--- config.mk ---
export PLATFORM = sky130hd
export DESIGN_NAME = tmp_rob_ctrl
export DESIGN_NICKNAME = d
export VERILOG_FILES = /design/src/rtl/tmp_rob_ctrl.sv
export SDC_FILE = /design/constraint.sdc
export NUM_CORES = 1
export LEC_CHECK = 0
export BUFFER_PORTS_ARGS = -buffer_cell sky130_fd_sc_hd__clkbuf_2
export CORE_MARGIN = 4
export CORE_UTILIZATION = 25
export CTS_CLUSTER_SIZE = 20
export DETAILED_ROUTE_END_ITERATION = 10
export PLACE_DENSITY = 0.67
export SKIP_CTS_REPAIR_TIMING = 1
export SYNTH_ARGS = -nofsm -noshare
export SYNTH_HDL_FRONTEND = slang
export SYNTH_SLANG_ARGS = --single-unit
--- constraint.sdc ---
create_clock -name clock -period 10 [get_ports clock]
set_input_delay 0.5 -clock clock [delete_from_list [all_inputs] [get_ports clock]]
set_output_delay 0.5 -clock clock [all_outputs]
set_load 0.01 [all_outputs]
--- src/rtl/tmp_rob_ctrl.sv ---
// rtl/tmp_rob_ctrl.sv - in-order allocate/update/retire controller for the temp register file
module tmp_rob_ctrl #(
    parameter int DEPTH = 32,
    parameter int AW    = 5
) (
    input  logic          clock,
    input  logic          reset,
    input  logic          flush,
    input  logic          disp_valid,
    output logic          disp_ready,
    input  logic [3:0]    disp_rd,
    input  logic [32:0]   disp_pc,
    input  logic [1:0]    disp_type,
    output logic [AW-1:0] disp_tag,
    input  logic          wb_valid,
    input  logic [AW-1:0] wb_tag,
    input  logic          wb_spec_data,
    output logic [41:0]   rf_data_in,
    output logic [AW-1:0] rf_waddr,
    output logic          rf_new_entry,
    output logic          rf_update_entry,
    output logic [AW-1:0] rf_rd_addr1,
    input  logic [41:0]   rf_data_out1,
    output logic          cmt_valid,
    input  logic          cmt_ready,
    output logic [3:0]    cmt_rd,
    output logic [32:0]   cmt_pc,
    output logic [1:0]    cmt_type,
    output logic          cmt_spec_data
);

    localparam logic [AW:0]   FULL    = (AW+1)'(DEPTH);
    localparam logic [AW-1:0] LAST    = AW'(DEPTH - 1);

    logic [AW-1:0] head;
    logic [AW-1:0] tail;
    logic [AW:0]   count;
    logic [AW-1:0] wb_off;
    logic          wb_in_window;
    logic          wb_accept;
    logic          disp_fire;
    logic          cmt_fire;

    // Window test: distance from head (mod DEPTH) must fall inside the occupied span.
    assign wb_off       = wb_tag - head;
    assign wb_in_window = wb_valid && ({1'b0, wb_off} < count);
    assign wb_accept    = !reset && !flush && wb_in_window;

    assign disp_ready = !reset && !flush && (count < FULL) && !wb_in_window;
    assign disp_tag   = tail;
    assign disp_fire  = disp_valid && disp_ready;

    assign rf_rd_addr1 = head;
    assign cmt_valid   = !reset && !flush && (count != '0) && rf_data_out1[0] && rf_data_out1[1];
    assign cmt_fire    = cmt_valid && cmt_ready;

    assign cmt_rd        = rf_data_out1[41:38];
    assign cmt_pc        = rf_data_out1[37:5];
    assign cmt_type      = rf_data_out1[4:3];
    assign cmt_spec_data = rf_data_out1[2];

    // Single shared write port: writeback wins over dispatch.
    always_comb begin
        rf_data_in      = '0;
        rf_waddr        = '0;
        rf_new_entry    = 1'b0;
        rf_update_entry = 1'b0;
        if (wb_accept) begin
            rf_update_entry = 1'b1;
            rf_waddr        = wb_tag;
            rf_data_in      = {39'b0, wb_spec_data, 1'b1, 1'b0};
        end else if (disp_fire) begin
            rf_new_entry = 1'b1;
            rf_waddr     = tail;
            rf_data_in   = {disp_rd, disp_pc, disp_type, 3'b001};
        end
    end

    always_ff @(posedge clock or posedge reset) begin
        if (reset) begin
            head  <= '0;
            tail  <= '0;
            count <= '0;
        end else if (flush) begin
            head  <= '0;
            tail  <= '0;
            count <= '0;
        end else begin
            if (disp_fire) begin
                tail <= (tail == LAST) ? '0 : tail + 1'b1;
            end
            if (cmt_fire) begin
                head <= (head == LAST) ? '0 : head + 1'b1;
            end
            case ({disp_fire, cmt_fire})
                2'b10:   count <= count + 1'b1;
                2'b01:   count <= count - 1'b1;
                default: count <= count;
            endcase
        end
    end

endmodule
==> summary.txt <==
Job
  – Max cap viols: 0

Timing
  – Max_slew headroom: 49.1%
  – Period minus WS final: about 4800 ps
  – Post-route clock period utilization: a little under half
  – Least-Margin Pin Slew: 761 ps
  – Setup_tns: 0 ps
  – Final setup viols: 0
  – Max-slew violations: 0
  – RSZ-0062 raised after global routing: false
  – F_max: between 200 and 250 MHz
  – Final hold violations: 0
  – Worst Skew: 2.42 ps
  – Final worst setup slack: about 5200 ps

Setup path
  – Crit path launch type: flip-flop
  – Top cell by count, worst path: ha_1
  – CP required: 10170 ps
  – Crit path largest cell delay: 560 ps
  – Cell Chain, Critical Path: ha_1, inv_1, fa_1, a21o_1, a21oi_1, xnor2_1, ha_1, nand4b_1, a2bb2oi_2, o211a_4, nor2_1, ha_1, a211oi_1, o21bai_1, a21oi_1, or3b_2, a31oi_1
  – Slowest stage cell on the critical path: o211a_4
  – CP Data Arrival Time: 4950 ps
  – Kind of critical path: flip-flop to flip-flop
  – Crit-path max FO: 61
  – Crit end category: flip-flop

Global routing
  – GRT Util Overall: about 11%
  – First-pass GRT wire length: 8850 um
  – Top Usage Layer GRT: met2
  – Number of global-route vias before repair: 1762
  – Met2 Use GR: 17.7%
  – Global Route met1 Usage: 13.2%
  – Grt met3 use: 4.14%
  – Largest net degree at the start of global routing: 62
  – Remaining global-route overflow: 0
  – Initial antenna violation count: 0

Power
  – P_leak: between 1 and 1.5 nW
  – Total Power: ~0.21 mW
  – PD cells: 86.7 mW/mm^2
  – Worst VDD drop: 32.0 uV

Placed design
  – GPL Wtd Cong: a little over 0.8
  – Dpl hpwl: 4600 um
  – I/O Buffers: 113
  – Pre-CTS setup slack: 5090 ps

Route
  – Total Wirelength: between 5000 and 6000 um
  – Vias: 1784
  – Vias per cell: 4.48
  – DRT antenna net count: 0
  – Drt pass-1 iters: 4
  – WL/cell: 14.1 um
  – Initial DRC Count: 56
  – DR DRC count: 0

Yosys
  – Synth top area share: 19.9%
  – Most used DFF post-synth: dfrtp_1
  – Synth warn: 0
  – EDFF count, synth: 0
  – Synth Register Bits: 16
  – Mapped Area: 0.00201 mm^2
  – Sequential share of the synthesized area: 19.9%
  – Post-Syn Area per Cell: between 8 and 9 um^2
  – Syn Nets: approximately 340
  – Yosys cell types: 43
  – Cells after Synth: 230
  – Leading area contributor after synthesis: dfrtp_1
  – Asr flop ratio synth: 100%
  – Synth top area cells: dfrtp_1 (20%), buf_4 (16%), and2_1 (12%), ha_1 (9.9%), mux2i_1 (4.0%)

Clock network
  – Worst skew pair latency: 250 ps
  – TritonCTS clock tree: yes
  – Clock tree buffer depth: 2
  – Sink Count: 16
  – H-tree Lvls: 1
  – Clk root buf: clkbuf_8
  – Clk pin slew, worst setup/hold paths: 70 ps
  – Clock buffer count from CTS: 3

Floorplanning
  – Rows: 32
  – Core Area: roughly 0.0078 mm^2
  – DIE AREA: 0.00956 mm^2
  – Initial Utilization: between 20 and 30%
  – DIE WIDTH: 97.8 um
  – # IOs: about 190
  – Die height: just under 100 um

Finish
  – Area delta synth->final: 19.6%
  – Nets: 408
  – Share of layout cells above drive strength 1: 42.6%
  – Number of diodes: 0

Status
  – Status: completed

Worst hold path
  – Hold Crit Class: input pin to asynchronous set/reset pin
==> report_power, final <==
group	leakage (nW)	switching, mW	internal, mW
Sequential	0.222	0.00629	0.0681
Combinational	1.06	0.0401	0.0365
Clock	0.0288	0.0231	0.0349
Total	1.31	0.0695	0.140
==> registers in the layout, indices dropped and copies added, names as in the netlist <==
register / cells
count: 6
disp_tag: 5
rf_rd_addr1: 5
==> layout make-up <==
cell class | count | area, um^2
inverter | 11 | 41.3
fill | 836 | 5360
timing repair buffer | 113 | 566
sequential | 16 | 400
clock buffer | 4 | 55.1
multi-input combinational | 152 | 1220
tap | 102 | 128
==> cells by family (layout without fill, tap and decap cells) <==
logic type | Yosys count | in the layout | synth area share [%]
mux | 9 | 9 | 4.72
buf+inv | 62 | 128 | 19.6
xor+xnor | 8 | 8 | 4.41
simple gates | 81 | 81 | 24.7
flops | 16 | 16 | 19.9
compound gates | 36 | 36 | 14.8
fa+ha+maj | 18 | 18 | 11.9
==> worst max-delay path, delay by kind of cell (launching register included) <==
family | cells | cell delay, ps
AOI/OAI and AO/OA | 8 | 1980
DFF | 1 | 470
adders and majority gates | 4 | 1270
xor gates and xnor gates | 1 | 100
and+or+nand+nor | 3 | 830
buffers and inverters | 1 | 60
==> synthesized netlist by cell type, types with 5 or more instances <==
cell,instances
ha_1,16
clkbuf_1,6
and2_1,40
mux2i_1,8
a21oi_1,9
a21o_1,5
a22o_1,5
inv_1,11
buf_4,42
dfrtp_1,16
nor2_1,9
nand2b_1,9
o21ai_0,5
==> metal layers <==
layer / up-vias / routed length, um
met1: 814 / 2320
met2: 65 / 2620
met4: 0 / 174
li1: 880 / -
met3: 25 / 496
met5: - / 0
==> final timing paths <==
check | startpoint | to | slack (ps) | cells after the start
worst max-delay path | rf_rd_addr1[0] | count[5] | 5230 | 17
worst min-delay path | reset | count[0] | 390 | 2
worst max register to register | rf_rd_addr1[0] | count[5] | 5230 | 17
worst min register to register | count[2] | count[2] | 600 | 2
max in group asynchronous | reset | rf_rd_addr1[4] | 9190 | 2
min in group clock | count[2] | count[2] | 600 | 2
==> cells in the final DEF, fill, tap and decap left out, drive strengths merged, types with 4 or more instances in the layout <==
master,n
a21o,5
a21oi,9
a22o,5
and2,40
clkbuf,117
dfrtp,16
ha,16
inv,11
mux2i,8
nand2b,9
nand3,4
nor2,9
o21ai,5
xnor2,4
xor2,4
==> through the flow <==
stage | utilization [%] | area [um^2] | hold slack, ps | cells
after floorplan | - | 2010 | 414 | 230
after global placement | 30.3 | 2350 | 590 | 394
after detailed placement | 30.3 | 2350 | 594 | 394
after CTS | 31.0 | 2410 | 418 | 398
after global routing | 31.0 | 2410 | 464 | 398
final | 31.0 | 2410 | 386 | 398
(Power assumes the default switching activity.)
